$ cat config.mk
export PLATFORM = sky130hd
export DESIGN_NAME = alu_mdu_seq
export DESIGN_NICKNAME = d
export VERILOG_FILES = /design/src/rtl/alu_mdu_seq.sv
export SDC_FILE = /design/constraint.sdc
export NUM_CORES = 1
export LEC_CHECK = 0
export BUFFER_PORTS_ARGS = -buffer_cell sky130_fd_sc_hd__buf_4
export CAP_MARGIN = 30
export CORE_UTILIZATION = 35
export DETAILED_ROUTE_END_ITERATION = 8
export HOLD_SLACK_MARGIN = 0.12
export MAX_ROUTING_LAYER = met4
export SYNTH_ARGS = -nofsm -noshare
export SYNTH_HDL_FRONTEND = slang
export SYNTH_SLANG_ARGS = --single-unit
$ cat constraint.sdc
create_clock -name clk -period 4.7 [get_ports clk]
set_clock_uncertainty 0.2 [all_clocks]
set_input_delay 0.94 -clock clk [delete_from_list [all_inputs] [get_ports clk]]
set_output_delay 0.94 -clock clk [all_outputs]
set_load 0.01 [all_outputs]
$ cat src/rtl/alu_mdu_seq.sv
// Sequential RISC-V M-extension unit: radix-2 shift-add multiply and restoring divide.
// Operands are latched as magnitudes; signs and division corner cases are applied in FIX.
module alu_mdu_seq #(
    parameter int XLEN = 32
) (
    input  logic            clk,
    input  logic            rst_n,
    input  logic            start,
    input  logic [1:0]      alu_op,
    input  logic [6:0]      func7,
    input  logic [2:0]      func3,
    input  logic [XLEN-1:0] a,
    input  logic [XLEN-1:0] b,
    input  logic            kill,
    output logic            is_mdu,
    output logic            ready,
    output logic            busy,
    output logic            done,
    output logic [XLEN-1:0] result
);
    localparam int CW = $clog2(XLEN) + 1;
    localparam int PW = 2 * XLEN;

    typedef enum logic [1:0] {
        S_IDLE = 2'b00,
        S_CALC = 2'b01,
        S_FIX  = 2'b10,
        S_DONE = 2'b11
    } state_t;

    state_t          state_q, state_d;
    logic [CW-1:0]   cnt_q, cnt_d;
    logic [2:0]      f3_q, f3_d;
    logic [XLEN-1:0] a_q, a_d;
    logic [XLEN-1:0] mb_q, mb_d;
    logic [XLEN-1:0] hi_q, hi_d;
    logic [XLEN-1:0] lo_q, lo_d;
    logic            negp_q, negp_d;
    logic            negr_q, negr_d;
    logic            divz_q, divz_d;
    logic [XLEN-1:0] result_q, result_d;

    logic            a_sgn_s, b_sgn_s, sa_s, sb_s, accept_s;
    logic [XLEN-1:0] ma_s, mb_s;
    logic [XLEN:0]   mul_sum_s;
    logic [XLEN:0]   div_sh_s;
    logic [XLEN+1:0] div_diff_s;
    logic [PW-1:0]   prod_s, prod_fix_s;
    logic [XLEN-1:0] fix_s;

    assign is_mdu   = (alu_op == 2'b10) && (func7 == 7'b0000001);
    assign ready    = (state_q == S_IDLE);
    assign busy     = (state_q != S_IDLE);
    assign done     = (state_q == S_DONE);
    assign result   = result_q;
    assign accept_s = ready && start && is_mdu && !kill;

    // Operand signedness and magnitudes from the live func3 at acceptance
    always_comb begin
        a_sgn_s = (func3 == 3'b001) || (func3 == 3'b010) || (func3 == 3'b100) || (func3 == 3'b110);
        b_sgn_s = (func3 == 3'b001) || (func3 == 3'b100) || (func3 == 3'b110);
        sa_s    = a_sgn_s && a[XLEN-1];
        sb_s    = b_sgn_s && b[XLEN-1];
        ma_s    = sa_s ? (~a + XLEN'(1)) : a;
        mb_s    = sb_s ? (~b + XLEN'(1)) : b;
    end

    // One iteration of shift-add (multiplier in lo) or restoring divide (dividend in lo)
    always_comb begin
        mul_sum_s  = {1'b0, hi_q} + (lo_q[0] ? {1'b0, mb_q} : {(XLEN+1){1'b0}});
        div_sh_s   = {hi_q, lo_q[XLEN-1]};
        div_diff_s = {1'b0, div_sh_s} - {2'b00, mb_q};
    end

    // Sign fix-up and corner-case selection for the final result
    always_comb begin
        prod_s     = {hi_q, lo_q};
        prod_fix_s = negp_q ? (~prod_s + PW'(1)) : prod_s;
        fix_s      = {XLEN{1'b0}};
        if (f3_q[2] == 1'b0) begin
            if (f3_q[1:0] == 2'b00) begin
                fix_s = prod_fix_s[XLEN-1:0];
            end else begin
                fix_s = prod_fix_s[PW-1:XLEN];
            end
        end else if (f3_q[1] == 1'b0) begin
            if (divz_q) begin
                fix_s = {XLEN{1'b1}};
            end else begin
                fix_s = negp_q ? (~lo_q + XLEN'(1)) : lo_q;
            end
        end else begin
            if (divz_q) begin
                fix_s = a_q;
            end else begin
                fix_s = negr_q ? (~hi_q + XLEN'(1)) : hi_q;
            end
        end
    end

    // Next-state and datapath control
    always_comb begin
        state_d  = state_q;
        cnt_d    = cnt_q;
        f3_d     = f3_q;
        a_d      = a_q;
        mb_d     = mb_q;
        hi_d     = hi_q;
        lo_d     = lo_q;
        negp_d   = negp_q;
        negr_d   = negr_q;
        divz_d   = divz_q;
        result_d = result_q;
        case (state_q)
            S_IDLE: begin
                if (accept_s) begin
                    state_d = S_CALC;
                    cnt_d   = {CW{1'b0}};
                    f3_d    = func3;
                    a_d     = a;
                    mb_d    = mb_s;
                    hi_d    = {XLEN{1'b0}};
                    lo_d    = ma_s;
                    negp_d  = sa_s ^ sb_s;
                    negr_d  = sa_s;
                    divz_d  = (b == {XLEN{1'b0}});
                end else begin
                    state_d = S_IDLE;
                end
            end
            S_CALC: begin
                if (kill) begin
                    state_d = S_IDLE;
                end else begin
                    cnt_d = cnt_q + CW'(1);
                    if (f3_q[2] == 1'b0) begin
                        hi_d = mul_sum_s[XLEN:1];
                        lo_d = {mul_sum_s[0], lo_q[XLEN-1:1]};
                    end else if (div_diff_s[XLEN+1] == 1'b0) begin
                        hi_d = div_diff_s[XLEN-1:0];
                        lo_d = {lo_q[XLEN-2:0], 1'b1};
                    end else begin
                        hi_d = div_sh_s[XLEN-1:0];
                        lo_d = {lo_q[XLEN-2:0], 1'b0};
                    end
                    if (cnt_q == CW'(XLEN - 1)) begin
                        state_d = S_FIX;
                    end else begin
                        state_d = S_CALC;
                    end
                end
            end
            S_FIX: begin
                if (kill) begin
                    state_d = S_IDLE;
                end else begin
                    state_d  = S_DONE;
                    result_d = fix_s;
                end
            end
            S_DONE: begin
                state_d = S_IDLE;
            end
            default: begin
                state_d = S_IDLE;
            end
        endcase
    end

    // State and datapath registers with synchronous active-low reset
    always_ff @(posedge clk) begin
        if (!rst_n) begin
            state_q  <= S_IDLE;
            cnt_q    <= {CW{1'b0}};
            f3_q     <= 3'b000;
            a_q      <= {XLEN{1'b0}};
            mb_q     <= {XLEN{1'b0}};
            hi_q     <= {XLEN{1'b0}};
            lo_q     <= {XLEN{1'b0}};
            negp_q   <= 1'b0;
            negr_q   <= 1'b0;
            divz_q   <= 1'b0;
            result_q <= {XLEN{1'b0}};
        end else begin
            state_q  <= state_d;
            cnt_q    <= cnt_d;
            f3_q     <= f3_d;
            a_q      <= a_d;
            mb_q     <= mb_d;
            hi_q     <= hi_d;
            lo_q     <= lo_d;
            negp_q   <= negp_d;
            negr_q   <= negr_d;
            divz_q   <= divz_d;
            result_q <= result_d;
        end
    end
endmodule

==> flow_summary_export.csv, run 1 <==
group,metric,value,unit
finish,layout_commonest_cell,"nand2_1",
critical_path,path_class,"register to register",
synth,synth_edf_count,0,
finish,multi_input_area,10580,um2
synth,synth.distinct_cells,80,
clock_network,cts_max_level,4,
timing,period_share,0.8411,
pwr,pwr-share-comb,0.081,
placement,gp_congestion,0.9591,
detailed_routing,drc,0,
synth,ys_ff_latch,174,
detailed_routing,vias,15410,
pwr,power.internal,2.327,mW
finish,final_cell_mix,"269 x nand2_1, 202 x nor2_1, 197 x a21oi_1",
clock_network,cts_hold_buf,0,
detailed_routing,wl,54.16,mm
synth,synth_area,14870,um2
pwr,pwr-share-seq,0.455,
pwr,swShare,0.2814,
timing,slew_violations,0,
synth,syn_nets,2215,
global_routing,antenna_found_initial,0,
critical_path,start_kind,"register",
pwr,p_sw,0.9112,mW
placement,place_hpwl,40.74,mm
timing,setup_tns,0,ns
synth,async_reset_ff_frac,0,
synth,yosysWarningCount,0,
detailed_routing,drt_first_pass_iters,7,
timing,max_clock_freq,0.2530,GHz
finish,n_antenna_cell,0,
critical_path,cp_data_arrival_time,4.15,ns
die,initial_utilization,0.3545,
critical_path,required,4.89,ns
placement,io_buffers,115,
timing,maxSlewHeadroom,0.3434,
job,maxCapViolations,0,
die,die_h,208.1,um
detailed_routing,wl_per_cell,20.47,um
synth,yosys_most_used_dff,"dfxtp_1",
finish,fin_util,0.4018,
pwr,peakVddDrop,258.6,uV
timing,holdWs,0.2528,ns
timing,hold_viol,0,
detailed_routing,drt_iter0_drc,1377,
die,die_w,208.1,um
timing,rsz0062_at_grt,"no",
timing,fin_crit,3.953,ns
clock_network,tritoncts,"done",
finish,drive_above_1_share,0.1106,
detailed_routing,vias_per_cell,5.823,
critical_path,critPathMaxFanout,10,
global_routing,track_usage,0.2536,
pwr,power.share.clock,0.464,
finish,areaGrowthSynthToFinish,13.36,%
global_routing,grt_pass1_wl,83.44,mm
critical_path,end_kind,"register",
clock_network,cts.sinks,174,
synth,ys_seq_area_frac,0.2343,
synth,avgSynthCellArea,7.203,um2
finish,fill_cells,4341,
clock_network,worstSkewPairLatency,0.47,ns
die,ioPinCount,116,
finish,seqCellArea,3491,um2
pwr,p_leak,6.524,nW
timing,tightest_slew,0.9848,ns
finish,nNetsFinal,2245,
die,die_area,43310,um2
clock_network,max-clock-path-buffers,2,
timing,final-setup-viol-count,0,
clock_network,clk_pin_slew,0.09,ns
clock_network,cts_setup_buffers,0,
die,rows,75,
clock_network,cts_resized,0,
pwr,powerDensity,192.1,nW/um2
pwr,totalPowerFinal,3.238,mW
synth,synthCells,2064,
die,core_area,41950,um2
global_routing,grt_pass1_vias,14150,
worst_hold_path,hold_path_class,"register to register",
detailed_routing,ant_nets,0,
global_routing,grt_max_degree,80,
global_routing,grt.overflow.total,0,
clock_network,cts_root_buf,"clkbuf_16",
run_status,status,"completed",
clock_network,cts-buffers-inserted,17,
layer usage:
| metal | vias to the layer above | wire (um) | GRT usage |
|---|---|---|---|
| met2 | 577 | 23680 | 0.3788 |
| li1 | 7440 | - | - |
| met4 | 0 | 1449 | 0.08020 |
| met5 | - | 0 | - |
| met3 | 72 | 3589 | 0.03064 |
| met1 | 7319 | 25440 | 0.3538 |
state kept, by name (all words and copies together), names as in the netlist:
name	flops
a_q	32
cnt_q	6
divz_q	1
f3_q	3
hi_q	32
lo_q	32
mb_q	32
negp_q	1
negr_q	1
result	32
state_q	2
metrics by stage:
stage          worst slack, ns  cell area (um2)  cells
6_report                0.7468            16850   2646
3_5_place_dp            0.6996            16240   2614
3_3_place_gp            0.7795            16210   2612
2_1_floorplan            1.074            14870   2064
4_1_cts                 0.7606            16850   2646
5_1_grt                 0.4708            16850   2646
synth_stat cells, types with 5 or more instances:
cell type | number | area (um2)
nand2_1 | 269 | 1010
nor2_1 | 203 | 762.0
a21oi_1 | 197 | 986.0
dfxtp_1 | 174 | 3483
o21ai_0 | 151 | 755.7
clkbuf_1 | 132 | 495.5
xor2_1 | 105 | 919.6
xnor2_1 | 92 | 805.8
ha_1 | 69 | 863.3
inv_1 | 66 | 247.7
mux2i_1 | 54 | 540.5
a211oi_1 | 40 | 300.3
o211ai_1 | 36 | 270.3
o31ai_1 | 36 | 270.3
nor3_1 | 33 | 165.2
a21o_1 | 31 | 232.7
nand2b_1 | 27 | 168.9
nand3_1 | 26 | 130.1
or3_1 | 23 | 143.9
a31oi_1 | 20 | 125.1
a22oi_1 | 17 | 127.6
nand3b_1 | 15 | 112.6
nand4_1 | 14 | 87.58
nor4_1 | 14 | 87.58
o21a_1 | 14 | 105.1
nor2b_1 | 13 | 81.33
buf_1 | 11 | 41.29
o21bai_1 | 11 | 82.58
o221ai_1 | 11 | 96.34
o41ai_1 | 11 | 96.34
or4_1 | 10 | 75.07
a221o_1 | 9 | 90.09
and3_1 | 9 | 56.30
o22ai_1 | 9 | 56.30
or2_2 | 8 | 50.05
a32oi_1 | 7 | 61.31
and2_1 | 7 | 43.79
a221oi_1 | 6 | 52.55
a311oi_1 | 6 | 52.55
o21ai_1 | 6 | 30.03
a2111oi_0 | 5 | 43.79
path summary, 6_finish.rpt:
path | from | to | slack (ns) | depth (start not counted)
hold reg to reg | result[22] | result[22] | 0.25 | 2
hold / removal | result[22] | result[22] | 0.25 | 2
setup reg to reg | lo_q[12] | result[27] | 0.75 | 10
setup / recovery | lo_q[12] | result[27] | 0.75 | 10
kinds of logic after synthesis:
| logic type | count (synthesis) | synth area share |
|---|---|---|
| flops | 174 | 0.2343 |
| simple gates | 690 | 0.2116 |
| mux | 56 | 0.03787 |
| fa+ha+maj | 71 | 0.06076 |
| compound gates | 659 | 0.2830 |
| xor+xnor | 197 | 0.1160 |
| buf+inv | 217 | 0.05638 |
critical path, cell delays in order, from the launching register on:
cell       delay (ns)
dfxtp_1          0.39
or4_4            0.58
or4_4            0.46
or4_4            0.59
or4_1            0.63
o21ai_1          0.23
xnor2_1          0.14
nor2_1           0.05
a2111oi_0        0.37
a21oi_1          0.08
a21oi_1          0.14
power by group through the flow:
stage | clock, mW | combinational (mW) | sequential, mW
CTS | 1.52 | 0.261 | 1.47
detailed placement | 0 | 0.261 | 1.51
global route | 1.57 | 0.285 | 1.47
finish | 1.50 | 0.263 | 1.47
floorplan | 0 | 0.133 | 1.51
global placement | 0 | 0.258 | 1.51
cell type report:
type | instances | share of cell area
flip-flops and latches | 174 | 0.2071
well taps | 539 | 0.04001
repair buffers | 161 | 0.07386
clock buffers | 18 | 0.02672
clock inverters | 14 | 0.009799
multi-input cells | 1673 | 0.6275
inverters | 67 | 0.01500
Note: power is estimated with default switching activity, not from simulation.
==> run 2, diff against run 1 <==
Clock period 4.7 ns to 4.1 ns, I/O delays scaled along.
==> flow_summary_export.csv, run 2 (synthesized netlist as in run 1, its figures left out) <==
group,metric,value,unit
finish,stdcell_area,17080,um2
global_routing,track_usage,0.2585,
clock_network,cts.sinks,174,
timing,maxSlewHeadroom,0.3670,
timing,setup_tns,0,ns
global_routing,grt.overflow.total,0,
critical_path,cp_data_arrival_time,3.91,ns
critical_path,end_kind,"register",
timing,tightest_slew,0.9396,ns
finish,nNetsFinal,2279,
detailed_routing,drc,0,
die,core_area,41950,um2
finish,layout_commonest_cell,"nand2_1",
finish,final_cell_mix,"269 x nand2_1, 202 x nor2_1, 197 x a21oi_1",
die,die_w,208.1,um
detailed_routing,ant_nets,0,
timing,final-setup-viol-count,0,
timing,fin_crit,3.773,ns
clock_network,cts_root_buf,"clkbuf_16",
global_routing,grt_pass1_vias,14560,
die,die_area,43310,um2
pwr,pwr-share-seq,0.459,
placement,place_hpwl,41.63,mm
detailed_routing,wl,55.14,mm
pwr,powerDensity,215.5,nW/um2
detailed_routing,wl_per_cell,20.58,um
detailed_routing,vias,15550,
critical_path,start_kind,"register",
critical_path,timing.rr.end,"result[5]",
critical_path,r2r_setup_slack,0.33,ns
finish,drive_above_1_share,0.1252,
clock_network,clk_pin_slew,0.08,ns
die,ioPinCount,116,
placement,io_buffers,115,
global_routing,grt_max_degree,49,
finish,fill_cells,4347,
clock_network,tritoncts,"done",
timing,max_clock_freq,0.2650,GHz
critical_path,required,4.23,ns
finish,areaGrowthSynthToFinish,14.85,%
worst_hold_path,min_to,"mb_q[31]",
clock_network,max-clock-path-buffers,2,
detailed_routing,drt_iter0_drc,1551,
pwr,pwr-share-comb,0.082,
detailed_routing,vias_per_cell,5.802,
die,rows,75,
clock_network,worstSkewPairLatency,0.46,ns
worst_hold_path,holdPathStages,2,
critical_path,r2r_cells,8,
pwr,power.share.clock,0.459,
pwr,power.internal,2.701,mW
worst_hold_path,min-delay-start,"mb_q[31]",
pwr,peakVddDrop,351.9,uV
timing,slew_violations,0,
critical_path,critPathMaxFanout,8,
pwr,p_leak,6.695,nW
die,die_h,208.1,um
timing,setup_ws,0.3268,ns
job,maxCapViolations,0,
clock_network,cts_setup_buffers,0,
detailed_routing,drt_first_pass_iters,5,
critical_path,rr_startpoint,"lo_q[8]",
timing,hold_viol,0,
clock_network,cts_resized,0,
clock_network,cts-buffers-inserted,17,
worst_hold_path,hold_path_class,"register to register",
finish,n_antenna_cell,0,
die,initial_utilization,0.3545,
clock_network,cts_hold_buf,0,
global_routing,grt_pass1_wl,84.72,mm
run_status,status,"completed",
placement,place_area,16480,um2
timing,holdWs,0.2510,ns
timing,period_share,0.9203,
placement,post-place-ws,0.2712,ns
clock_network,cts_max_level,4,
pwr,p_sw,0.9788,mW
placement,gp_congestion,1.020,
critical_path,critical_path.startpoint,"lo_q[8]",
timing,rsz0062_at_grt,"no",
critical_path,path_class,"register to register",
pwr,swShare,0.2660,
finish,fin_util,0.4071,
global_routing,antenna_found_initial,1,
-- run 2: metrics by stage --
stage / power (mW) / instances
2_1_floorplan: 1.881 / 2064
3_3_place_gp: 2.023 / 2648
3_5_place_dp: 2.027 / 2648
4_1_cts: 3.700 / 2680
5_1_grt: 3.796 / 2680
6_report: 3.679 / 2680
-- run 2: worst max path at each step --
stage | end | cells past startpoint | slack (ns)
floorplan | result[27] | 12 | 0.47
global placement | hi_q[29] | 14 | 0.36
detailed placement | hi_q[29] | 13 | 0.27
CTS | hi_q[29] | 13 | 0.24
global route | hi_q[29] | 13 | 0.07
finish | result[5] | 8 | 0.33
-- run 2: per-layer routing --
metal | track usage | share of wire | vias up
met3 | 0.03185 | 0.062 | 82
met2 | 0.3846 | 0.44 | 541
met4 | 0.09553 | 0.029 | 0
li1 | - | - | 7500
met5 | - | 0 | -
met1 | 0.3563 | 0.47 | 7427
-- run 2: layout make-up --
class	instances	area (um2)	share of cell area
multi-input cells	1673	10580	0.6197
flip-flops and latches	174	3491	0.2044
repair buffers	195	1489	0.08719
well taps	539	674.4	0.03949
clock buffers	20	456.7	0.02674
inverters	67	256.5	0.01502
clock inverters	12	126.4	0.007400
-- run 2: critical path: stages (launching register included) --
cell and delay (ns):
dfxtp_1 0.40, or4_1 0.65, or3_1 0.38, or4_4 0.55
or3_1 0.54, nor4_1 0.33, o21ai_0 0.17, a221oi_1 0.30
a31oi_1 0.12
-- run 2: power groups by stage --
stage	combinational, mW	sequential, mW	clock, mW
4_1_cts	0.299	1.69	1.71
3_5_place_dp	0.298	1.73	0
5_1_grt	0.324	1.69	1.78
6_report	0.300	1.69	1.69
2_1_floorplan	0.152	1.73	0
3_3_place_gp	0.295	1.73	0
